File: src/rtl/divfreq_bank.sv
// Bank of three independent 50%-duty clock dividers with per-channel toggle strobes.
// Each channel counts CLK edges and flips its output every HALF edges.

module divfreq_ch #(
  parameter int HALF = 1
) (
  input  logic clk_i,
  input  logic rst_i,
  output logic div_o,
  output logic tick_o
);
  localparam int CW = (HALF > 1) ? $clog2(HALF) : 1;
  localparam logic [CW-1:0] TERM = CW'(HALF - 1);

  if (HALF < 1) begin : g_bad_half
    $error("divfreq_ch: HALF must be >= 1 (got %0d)", HALF);
  end

  logic [CW-1:0] cnt_q, cnt_d;
  logic          div_q, div_d;
  logic          tick_q, tick_d;

  always_comb begin
    cnt_d  = cnt_q + CW'(1);
    div_d  = div_q;
    tick_d = 1'b0;
    // The terminal-count compare is the only way back to zero.
    if (cnt_q == TERM) begin
      cnt_d  = '0;
      div_d  = ~div_q;
      tick_d = 1'b1;
    end
  end

  always_ff @(posedge clk_i or posedge rst_i) begin
    if (rst_i) begin
      cnt_q  <= '0;
      div_q  <= 1'b0;
      tick_q <= 1'b0;
    end else begin
      cnt_q  <= cnt_d;
      div_q  <= div_d;
      tick_q <= tick_d;
    end
  end

  assign div_o  = div_q;
  assign tick_o = tick_q;
endmodule

module divfreq_bank #(
  parameter int HALF1 = 12_500_000,
  parameter int HALF2 = 25_000_000,
  parameter int HALF3 = 2_500
) (
  input  logic CLK,
  input  logic Clear,
  output logic CLK_div,
  output logic CLK_div2,
  output logic CLK_div3,
  output logic tick1,
  output logic tick2,
  output logic tick3
);
  localparam int NUM_CH = 3;
  localparam int HALVES [NUM_CH] = '{HALF1, HALF2, HALF3};

  logic [NUM_CH-1:0] div, tick;

  for (genvar g = 0; g < NUM_CH; g++) begin : g_ch
    divfreq_ch #(.HALF(HALVES[g])) u_ch (
      .clk_i  (CLK),
      .rst_i  (Clear),
      .div_o  (div[g]),
      .tick_o (tick[g])
    );
  end

  assign CLK_div  = div[0];
  assign CLK_div2 = div[1];
  assign CLK_div3 = div[2];
  assign tick1    = tick[0];
  assign tick2    = tick[1];
  assign tick3    = tick[2];
endmodule

File: config.mk
export PLATFORM = sky130hd
export DESIGN_NAME = divfreq_bank
export DESIGN_NICKNAME = d
export VERILOG_FILES = /design/src/rtl/divfreq_bank.sv
export SDC_FILE = /design/constraint.sdc
export NUM_CORES = 1
export LEC_CHECK = 0
export ABC_AREA = 1
export CELL_PAD_IN_SITES_DETAIL_PLACEMENT = 1
export CELL_PAD_IN_SITES_GLOBAL_PLACEMENT = 1
export CORE_AREA = 2 2 103 105
export CTS_BUF_LIST = sky130_fd_sc_hd__clkbuf_16
export CTS_CLUSTER_SIZE = 24
export DETAILED_ROUTE_END_ITERATION = 8
export DIE_AREA = 0 0 105 107
export GPL_TIMING_DRIVEN = 0
export PLACE_DENSITY = 0.68
export SYNTH_ARGS = -nofsm -noshare
export SYNTH_HDL_FRONTEND = slang
export SYNTH_HIERARCHICAL = 1
export SYNTH_SLANG_ARGS = --single-unit
File: constraint.sdc
create_clock -name CLK -period 1.6 [get_ports CLK]
set_input_delay 0.16 -clock CLK [delete_from_list [all_inputs] [get_ports CLK]]
set_output_delay 0.16 -clock CLK [all_outputs]
set_load 0.1 [all_outputs]
==> metrics list <==
- Combinational logic is responsible for 1.0% of the overall power.
* Maximum number of pins on one net before global-route repair: 28
- For the pin with the worst max-slew slack, the measured transition is 1.11 ns.
* Async set or reset register ratio after synthesis: 100%
* Final period utilization: 94.9%
* Die outline height: 107 um
- Clock network latency to the later pin of the worst-skew pair: 0.32 ns
* Wire length of the first global-routing pass: 17.3 mm
- Via count: 3415
* Average size of a mapped cell: 7.23 um^2
* Unique masters post-synth: 25
- Width of the die: 105 um
- Achievable Freq: 659 MHz
- The wire-length estimate of the detail-placed layout is 7.45 mm.
- Global routing consumed, over all layers together, 19.4% of the routing resources.
- Port Buf Inserts: 7
- Via count of the first global-routing pass: 3635
* Global route total overflow: 0
- Summed over all failing endpoints, the final setup total negative slack is 0 ns.
- Antenna diode count: 0
* Switching share of total power: 20.1%
- In this run the remaining antenna-violating nets after routing total 0.
* CORE AREA: 0.0101 mm^2
* Top cells by area, synth: sky130_fd_sc_hd__dfrtp_1, sky130_fd_sc_hd__nand2_1, sky130_fd_sc_hd__nor2_1
- Across the routed clock network, the largest skew measured is 0.00600 ns.
* Status: complete, no violations
* Number of top-level pins: 8
- For the finished layout, the period the worst path requires is 1.52 ns.
- Total count of max-transition violations in the final report: 0
- The clock network burns 54.5% of the power.
* Most frequently used flop master after synthesis: sky130_fd_sc_hd__dfrtp_1
- In this run, CTS created clock tree buffers numbering 9.
- The synthesized design contains 0 enable-type register cells.
- Area share of the largest cell type after synthesis: 42.5%
* Category of the critical setup timing path: reg2reg
- Routed length per instance: 14.1 um
* Number of iterations in the first detailed-routing pass: 4
* Root cell of the clock tree: sky130_fd_sc_hd__clkbuf_16
* Maximum count of clock buffers along a single path: 2
* Pwr dens: 834 mW/mm^2
- Synth warnings: 6
* Cell area after technology mapping: 0.00395 mm^2
- Of all cell types, the one taking the most synthesized area is sky130_fd_sc_hd__dfrtp_1.
* Reg power frac: 44.5%
- Max-cap violations in this run came to 0.
- Row Count: 37
- RD Place Congestion: 0.791
- Total of flip-flops plus latches after synthesis: 67
- CP Data Required Time: 1.81 ns
* Share of final-layout standard cells stronger than drive strength 1: 12.6%
- Counting every instance in the synthesized netlist gives 546.
* Clock net sink count: 67
- Layout area overhead: 15.8%
- Maximum vdd drop: 0.426 mV
- The layout has 1334 filler cells.
- Switching power summed over all nets: 766 uW
- The worst register-to-register path ends at g_ch[0].u_ch/cnt_q[3]$_DFF_PP0_.
- Number of nets in the synthesized netlist: 551
* Portion of the post-synthesis area used by sequential elements: 42.5%
- The worst hold path belongs to the class in2async.
- Measured in cells, the most critical reg-to-reg path has a length of 8.
- Tracing the worst setup path back leads to its startpoint at g_ch[0].u_ch/cnt_q[0]$_DFF_PP0_.
- The initial antenna violation count came to 0.
* Endpoint kind of the worst setup timing path: register
* TritonCTS clock tree: built
- The analysis attributes to cell leakage a power of 0.00220 uW.
* Normalized max-slew margin: 26.0%
* Number of hold violations in the final report: 0
* Starting utilization of the core area: 39.1%
* 1st-iter DRT viols: 93
- After clock tree synthesis, the clock-pin slew on the worst setup and hold paths is 0.06 ns.
- Arrival time at the worst endpoint: 1.73 ns
- The die covers 0.0112 mm^2.
- The worst register-to-register path begins at g_ch[0].u_ch/cnt_q[0]$_DFF_PP0_.
- Number of hold buffers added after cts: 0
* Net count of the finished layout: 571
- Cells fill 45.3% of the core in the end.
- Register-to-Register Setup Slack: 0.08 ns
- After detailed routing, the total wire length is 9.97 mm.
- Largest driver fanout on the critical path: 5
* Cell internal power dissipation: 3050 uW
- For this run, design rule violations remaining after detail routing come to 0.
- Number of vias per cell after detailed routing: 4.83
- STA classifies the critical path startpoint as a register.
- CP Capture Point: g_ch[0].u_ch/cnt_q[3]$_DFF_PP0_
* Count of endpoints failing setup in the final report: 0
* Clock H-tree levels: 3
-- placed cells by master, fill, tap and decap left out, types with 2 or more instances in the layout --
cell	instances
sky130_fd_sc_hd__a21oi_1	11
sky130_fd_sc_hd__buf_4	2
sky130_fd_sc_hd__bufinv_16	2
sky130_fd_sc_hd__clkbuf_16	9
sky130_fd_sc_hd__clkdlybuf4s15_2	6
sky130_fd_sc_hd__dfrtp_1	67
sky130_fd_sc_hd__ha_2	2
sky130_fd_sc_hd__inv_1	86
sky130_fd_sc_hd__nand2_1	134
sky130_fd_sc_hd__nand2_2	13
sky130_fd_sc_hd__nand2_4	3
sky130_fd_sc_hd__nand3_1	36
sky130_fd_sc_hd__nand3_2	4
sky130_fd_sc_hd__nand3b_1	3
sky130_fd_sc_hd__nand4_1	11
sky130_fd_sc_hd__nor2_1	109
sky130_fd_sc_hd__nor2_2	9
sky130_fd_sc_hd__nor2_4	17
sky130_fd_sc_hd__nor3_1	5
sky130_fd_sc_hd__o21ai_1	4
sky130_fd_sc_hd__o21bai_1	2
sky130_fd_sc_hd__xnor2_1	2
sky130_fd_sc_hd__xor2_1	23
-- power by group through the flow --
stage / logic (uW) / registers, uW / clock network, uW
2_1_floorplan: 25.2 / 1730 / 0
3_3_place_gp: 40.8 / 1730 / 0
3_5_place_dp: 41.0 / 1730 / 0
4_1_cts: 41.1 / 1690 / 2150
5_1_grt: 46.3 / 1690 / 2210
6_report: 37.9 / 1700 / 2080
-- per-layer routing --
layer	global-route usage (%)	up-vias	wire length [um]
met2	34.5	26	5030
met5	0	-	0
met4	6.10	0	138
met1	24.0	1675	4620
met3	3.40	11	175
li1	-	1703	-
-- cells in the mapped netlist (2+ instances only) --
| library cell | number |
|---|---|
| sky130_fd_sc_hd__nor2_1 | 109 |
| sky130_fd_sc_hd__ha_1 | 3 |
| sky130_fd_sc_hd__xor2_1 | 23 |
| sky130_fd_sc_hd__nand2_4 | 2 |
| sky130_fd_sc_hd__o21ai_1 | 4 |
| sky130_fd_sc_hd__dfrtp_1 | 67 |
| sky130_fd_sc_hd__xnor2_1 | 2 |
| sky130_fd_sc_hd__nand3b_1 | 3 |
| sky130_fd_sc_hd__nand2_2 | 13 |
| sky130_fd_sc_hd__o21bai_1 | 2 |
| sky130_fd_sc_hd__inv_1 | 84 |
| sky130_fd_sc_hd__nand2_1 | 135 |
| sky130_fd_sc_hd__nand4_1 | 11 |
| sky130_fd_sc_hd__nand3_1 | 39 |
| sky130_fd_sc_hd__nor2_2 | 13 |
| sky130_fd_sc_hd__nor2_4 | 13 |
| sky130_fd_sc_hd__nor3_1 | 5 |
| sky130_fd_sc_hd__a21oi_1 | 11 |
-- critical path, stage by stage (launching register included) --
cell and delay [ns]:
sky130_fd_sc_hd__dfrtp_1 0.38, sky130_fd_sc_hd__ha_2 0.21, sky130_fd_sc_hd__nand2_2 0.10, sky130_fd_sc_hd__nor2_4 0.20
sky130_fd_sc_hd__nand3_2 0.13, sky130_fd_sc_hd__inv_1 0.09, sky130_fd_sc_hd__nand2_2 0.13, sky130_fd_sc_hd__inv_4 0.11
sky130_fd_sc_hd__nor2_1 0.05
-- registers in the layout, summed over array words and instances (netlist names) --
name,cells
g_ch.u_ch/cnt_q,61
g_ch.u_ch/div_o,3
g_ch.u_ch/tick_o,3
-- repair_timing --
action,4_1_cts,5_1_grt
hold endpoints to repair,0,0
endpoints found under the setup margin,7,32
pin swaps,1,1
gates resized for setup,18,12
gates cloned,0,0
buffers inserted,0,2
-- logic make-up after synthesis --
kind of cell,Yosys count,share of synthesized area (%)
DFF,67,42.5
adders and majority gates,3,0.952
and+or+nand+nor,346,40.2
xor gates and xnor gates,25,5.55
buffers and inverters,86,8.21
AOI/OAI and AO/OA,19,2.60
-- worst min-delay path by stage --
stage | endpoint | from | cells past startpoint
final | g_ch[2].u_ch/cnt_q[10]$_DFF_PP0_ | Clear | 2
after global routing | g_ch[2].u_ch/cnt_q[10]$_DFF_PP0_ | Clear | 2
after CTS | g_ch[2].u_ch/cnt_q[10]$_DFF_PP0_ | Clear | 2
after detailed placement | g_ch[0].u_ch/cnt_q[0]$_DFF_PP0_ | g_ch[0].u_ch/cnt_q[0]$_DFF_PP0_ | 1
after global placement | g_ch[0].u_ch/cnt_q[0]$_DFF_PP0_ | g_ch[0].u_ch/cnt_q[0]$_DFF_PP0_ | 1
after floorplan | g_ch[2].u_ch/cnt_q[0]$_DFF_PP0_ | Clear | 1
-- through the flow --
step	setup slack, ns	cells	cell area [um^2]	total power (uW)	hold slack, ns
after global placement	-0.0514	689	4190	1770	0.444
final	0.0822	707	4570	3810	0.280
after floorplan	0.283	546	3950	1750	0.0492
after detailed placement	-0.0516	689	4190	1770	0.451
after global routing	-0.0420	707	4570	3950	0.335
after CTS	0.0245	705	4500	3880	0.296
-- area by class of cell --
cell class | count | area [um^2] | area share (%)
multi-input cells | 393 | 1990 | 43.6
flip-flops and latches | 67 | 1680 | 36.7
inverters | 85 | 322 | 7.04
clock buffers | 9 | 225 | 4.93
well taps | 136 | 170 | 3.73
repair buffers | 9 | 92.6 | 2.03
clock inverters | 7 | 85.1 | 1.86
plain buffers | 1 | 5.00 | 0.110
Power figures use the tool's default switching activity.
